**src/rtl/grf_pkg.sv**
```systemverilog
// Shared types and constants for the general register file write-back port.
package grf_pkg;

   localparam int        GRF_ADDR_W = 5;
   localparam int        GRF_DATA_W = 32;
   localparam int        GRF_PC_W   = 32;
   localparam int        GRF_NUM    = 32;
   localparam logic [4:0] GRF_ZERO  = 5'd0;

   typedef logic [GRF_ADDR_W-1:0] grf_addr_t;
   typedef logic [GRF_DATA_W-1:0] grf_data_t;

   typedef struct packed {
      logic                valid;
      logic [GRF_PC_W-1:0] pc;
      grf_addr_t           addr;
      grf_data_t           data;
   } grf_wr_rec_t;

endpackage

```
**src/rtl/grf_wr_decoder.sv**
```systemverilog
// One-hot write-select fan-out for the register file; register 0 never selected.
module grf_wr_decoder #(
   parameter int ADDR_W = 5,
   parameter int NUM    = 2**ADDR_W
) (
   input  logic              we,
   input  logic [ADDR_W-1:0] a3,
   output logic [NUM-1:0]    wsel
);

   assign wsel[0] = 1'b0;

   for (genvar i = 1; i < NUM; i++) begin : g_sel
      assign wsel[i] = we && (a3 == ADDR_W'(i));
   end

endmodule

```
**src/rtl/grf_wb_port.sv**
```systemverilog
// 32x32 GRF with two async read ports and a registered write record.
// Define GRF_BYPASS_EN to forward same-cycle write data onto the read ports.
module grf_wb_port
   import grf_pkg::*;
#(
   parameter int DATA_W = GRF_DATA_W,
   parameter int ADDR_W = GRF_ADDR_W,
   parameter int PC_W   = GRF_PC_W
) (
   input  logic              clk,
   input  logic              reset,
   input  logic [PC_W-1:0]   pc,
   input  logic              we,
   input  logic [ADDR_W-1:0] a1,
   input  logic [ADDR_W-1:0] a2,
   input  logic [ADDR_W-1:0] a3,
   input  logic [DATA_W-1:0] wd,
   output logic [DATA_W-1:0] rd1,
   output logic [DATA_W-1:0] rd2,
   output logic              wr_valid,
   output logic [PC_W-1:0]   wr_pc,
   output logic [ADDR_W-1:0] wr_addr,
   output logic [DATA_W-1:0] wr_data
);

   localparam int NUM = 2**ADDR_W;

   logic [NUM-1:0][DATA_W-1:0] regs;
   logic [NUM-1:0]             wsel;
   grf_wr_rec_t                rec;

   grf_wr_decoder #(.ADDR_W(ADDR_W), .NUM(NUM)) u_dec (
      .we   (we),
      .a3   (a3),
      .wsel (wsel)
   );

   always_ff @(posedge clk) begin
      if (!reset) begin
         regs <= '0;
         rec  <= '0;
      end else begin
         for (int i = 0; i < NUM; i++)
            if (wsel[i]) regs[i] <= wd;
         rec.valid <= |wsel;
         // record fields hold between commits
         if (|wsel) begin
            rec.pc   <= pc;
            rec.addr <= a3;
            rec.data <= wd;
         end
      end
   end

`ifdef GRF_BYPASS_EN
   // wsel already excludes $0 and qualifies with we, so it doubles as the hit test
   assign rd1 = (a1 == '0) ? '0 : (wsel[a1] ? wd : regs[a1]);
   assign rd2 = (a2 == '0) ? '0 : (wsel[a2] ? wd : regs[a2]);
`else
   assign rd1 = (a1 == '0) ? '0 : regs[a1];
   assign rd2 = (a2 == '0) ? '0 : regs[a2];
`endif

   assign wr_valid = rec.valid;
   assign wr_pc    = rec.pc;
   assign wr_addr  = rec.addr;
   assign wr_data  = rec.data;

endmodule

```
**config.mk**
```make
export PLATFORM = sky130hd
export DESIGN_NAME = grf_wb_port
export DESIGN_NICKNAME = d
export VERILOG_FILES = /design/src/rtl/grf_pkg.sv /design/src/rtl/grf_wr_decoder.sv /design/src/rtl/grf_wb_port.sv
export SDC_FILE = /design/constraint.sdc
export NUM_CORES = 2
export LEC_CHECK = 0
export CAP_MARGIN = 20
export CORE_MARGIN = 2
export CORE_UTILIZATION = 30
export DETAILED_ROUTE_END_ITERATION = 7
export HOLD_SLACK_MARGIN = 0.15
export SYNTH_ARGS = -nofsm -noshare
export SYNTH_HDL_FRONTEND = slang
export SYNTH_SLANG_ARGS = --single-unit
```
**constraint.sdc**
```tcl
create_clock -name clk -period 3.5 [get_ports clk]
set_input_delay 0.7 -clock clk [delete_from_list [all_inputs] [get_ports clk]]
set_output_delay 0.7 -clock clk [all_outputs]
set_load 0.01 [all_outputs]
```
==> impl_metrics.tcl <==
set metrics [dict create \
    status "finished, violations left" \
    violations "setup timing" \
    finalCritPeriodShare 1.01 \
    synth.distinct_cells 56 \
    nets 6475 \
    hpwlAfterDp_um 143000 \
    grt_usage 0.234 \
    hold_class "primary input to flop" \
    p_seq_frac 0.428 \
    clkPwrFrac 0.457 \
    worstSetupEndpoint "rd1[19]" \
    rr_worst_depth 3 \
    clockBufferDepth 3 \
    cp-end-kind "primary output" \
    grt_start_max_net_pins 152 \
    first_global_vias 48500 \
    rrSetupSlack_ns 2.70 \
    worst_slack_ns -0.0467 \
    cp.arrival_ns 2.85 \
    cp_data_required_time_ns 2.80 \
    fin_skew_ns 0 \
    cts.clk_slew.worst_paths_ns 0.06 \
    drtIter0Drc 5947 \
    layout-drive-gt1-share 0.224 \
    p_leak_nw 23.7 \
    gp_congestion 0.958 \
    cts.sink_count 1062 \
    post-route-min-period_ns 3.55 \
    cts_tree "built" \
    start_util 0.303 \
    crit_chain "buf_16 -> buf_12 -> buf_16 -> mux4_2 -> mux2i_1 -> buf_4 -> a22oi_1 -> and3_2 -> clkdlybuf4s50_1" \
    grt_pass1_wl_um 330000 \
    crit_family "buffers and inverters" \
    cp_num_buf_inv 5 \
    final_cells 8955 \
    rows 157 \
    vias_per_cell 5.54 \
    hold_viol 0 \
    vdd_drop_max_uv 436 \
    die-width_um 434 \
    power_switching_share 0.258 \
    hp-start "reset" \
    port_buffers 215 \
    power.density_nw_per_um2 414 \
    layout_commonest_cell "nand2_1" \
    wl_per_cell_um 25.4 \
    cts.htree.levels 3 \
    dr.pass1.iters 6 \
    overflow 0 \
    synth_nets 6197 \
    whs_ns 0.382 \
    ys.flop_type "dfxtp_1" \
    postSynth.asyncResetShare 0 \
    synth_cells 6115 \
    worstMarginPinSlew_ns 0.800 \
    p_int_w 0.0213 \
    yosys_warnings 0 \
    comb_power_share 0.115 \
    clk_latency_ns 0.73 \
    yosys.area.top_type_share 0.383 \
    coreArea_um2 183000 \
    ctsHoldBuffers 0 \
    ys_seq_area_frac 0.383 \
    drc 0 \
    dp_cells 8649 \
    die_y_um 434 \
    synth_top_area_cell "dfxtp_1" \
    timing.rr.end "regs[984]" \
    antenna_found_initial 11 \
    final_cell_mix "nand2_1, dfxtp_1, a21boi_0" \
    synth_seq_cells 1062 \
    finalMaxSlewViolations 0 \
    r2r_start "regs[984]" \
    slowest_delay_ns 0.50 \
    syn_area_um2 55500 \
    boundaryPins 216 \
    die_area_um2 189000 \
    crit_type "primary input to primary output" \
    vias 49600 \
    power.switching_w 0.00741 \
    wirelength_um 228000 \
    synth-edff-count 0 \
    ys_top_cells_by_area "dfxtp_1, mux4_2, nand2_1" \
    maxSlewHeadroom 0.466 \
    syn_area_per_cell_um2 9.08 \
    cts_made_buffers 114 \
    crit_start "a1[0]" \
    ant_nets 0 \
    slowest_stage "mux4_2" \
    cpMostUsedCell "buf_16" \
    worst-path-stages 9 \
    setup_viol 6 \
    fmax_mhz 282 \
    root_buffer "clkbuf_16" \
    syn_to_final_growth_pct 25.2 \
    rsz0062_at_grt "true" \
    worstPathMaxFanout 16 \
    start_kind "primary input" \
    maxCapViolations 0 \
]
==> power groups by stage <==
stage / Sequential, W / Combinational, W / Clock (W)
after CTS: 0.0123 / 0.00317 / 0.0133
after detailed placement: 0.0126 / 0.00301 / 0
final: 0.0123 / 0.00331 / 0.0131
after global routing: 0.0123 / 0.00342 / 0.0137
after global placement: 0.0126 / 0.00299 / 0
after floorplan: 0.0126 / 0.00152 / 0
==> synthesized netlist by cell type (2+ instances only) <==
| library cell | instances |
|---|---|
| a211o_1 | 2 |
| nand4bb_1 | 2 |
| and3_1 | 32 |
| nand2b_1 | 7 |
| buf_8 | 2 |
| nor2_1 | 38 |
| o22ai_1 | 13 |
| mux2_2 | 102 |
| o21ai_0 | 59 |
| and2_0 | 2 |
| a211oi_1 | 5 |
| a31oi_1 | 4 |
| o2bb2ai_1 | 9 |
| nor2b_1 | 46 |
| nand4_1 | 13 |
| a221oi_1 | 77 |
| a21boi_1 | 131 |
| nand4b_1 | 3 |
| mux2i_1 | 221 |
| o221ai_1 | 18 |
| a22oi_1 | 39 |
| or2_2 | 2 |
| or3_1 | 5 |
| buf_2 | 120 |
| and2_1 | 8 |
| and4b_1 | 3 |
| a22o_1 | 4 |
| mux4_2 | 397 |
| and4bb_2 | 2 |
| clkbuf_1 | 447 |
| buf_6 | 8 |
| a2111oi_0 | 3 |
| nand2_1 | 2205 |
| nand3_1 | 8 |
| buf_4 | 14 |
| nor3_1 | 2 |
| a21boi_0 | 930 |
| buf_1 | 32 |
| a2bb2oi_1 | 4 |
| dfxtp_1 | 1062 |
| a221o_1 | 14 |
| a21oi_1 | 6 |
==> how the worst min path moves through the flow <==
| stage | to | slack [ns] | depth (start not counted) |
|---|---|---|---|
| floorplan | regs[100] | 0.44 | 2 |
| global placement | wr_pc[21] | 0.44 | 2 |
| detailed placement | wr_pc[22] | 0.45 | 2 |
| CTS | wr_pc[16] | 0.38 | 2 |
| global route | wr_pc[21] | 0.40 | 2 |
| finish | wr_pc[16] | 0.38 | 2 |
==> cell families (layout without fill, tap and decap cells) <==
| family | Yosys count | after routing | share of synthesized area |
|---|---|---|---|
| and+or+nand+nor | 2385 | 2387 | 0.169 |
| AOI/OAI and AO/OA | 1324 | 1324 | 0.180 |
| DFF | 1062 | 1062 | 0.383 |
| muxes | 720 | 720 | 0.222 |
| buffers and inverters | 624 | 997 | 0.0473 |
| other | 0 | 1 | 0 |
==> sequential cells by signal, summed over array words and instances, names as in the netlist <==
name and flops:
regs 992, wr_valid 1, wr_data 32, wr_addr 5, wr_pc 32
==> layer usage <==
layer  vias up  track usage  routed length (um)
met3       649       0.0449               21800
met2      2755        0.368              102000
li1      21800            -                   -
met5         -            0                  87
met1     24400        0.301               89700
met4        14        0.134               14200
==> repair_timing <==
item | 4_1_cts | 5_1_grt
gates resized for setup | 280 | 79
setup endpoints to repair | 64 | 32
gates cloned | 11 | 3
setup buffers | 43 | 38
endpoints found under the hold margin | 0 | 0
pin swaps | 15 | 11
==> stage by stage <==
| stage | util | setup TNS, ns | power [W] | area [um2] | setup slack (ns) |
|---|---|---|---|---|---|
| global placement | 0.346 | -19.43 | 0.0156 | 63600 | -0.755 |
| detailed placement | 0.346 | -19.91 | 0.0156 | 63600 | -0.769 |
| CTS | 0.375 | -0.770 | 0.0287 | 68900 | -0.129 |
| finish | 0.379 | -0.172 | 0.0287 | 69500 | -0.0467 |
| global route | 0.379 | -0.282 | 0.0294 | 69500 | -0.0745 |
| floorplan | - | 0 | 0.0141 | 55500 | 0.450 |
==> area by class of cell <==
| type | instances | area [um2] |
|---|---|---|
| fillers | 18000 | 114000 |
| multi-input cells | 4431 | 32500 |
| flip-flops and latches | 1062 | 21300 |
| repair buffers | 783 | 8570 |
| clock buffers | 172 | 3530 |
| well taps | 2464 | 3080 |
| clock inverters | 41 | 528 |
| inverters | 1 | 8.76 |
| diodes | 1 | 2.50 |
Power figures use the tool's default switching activity.
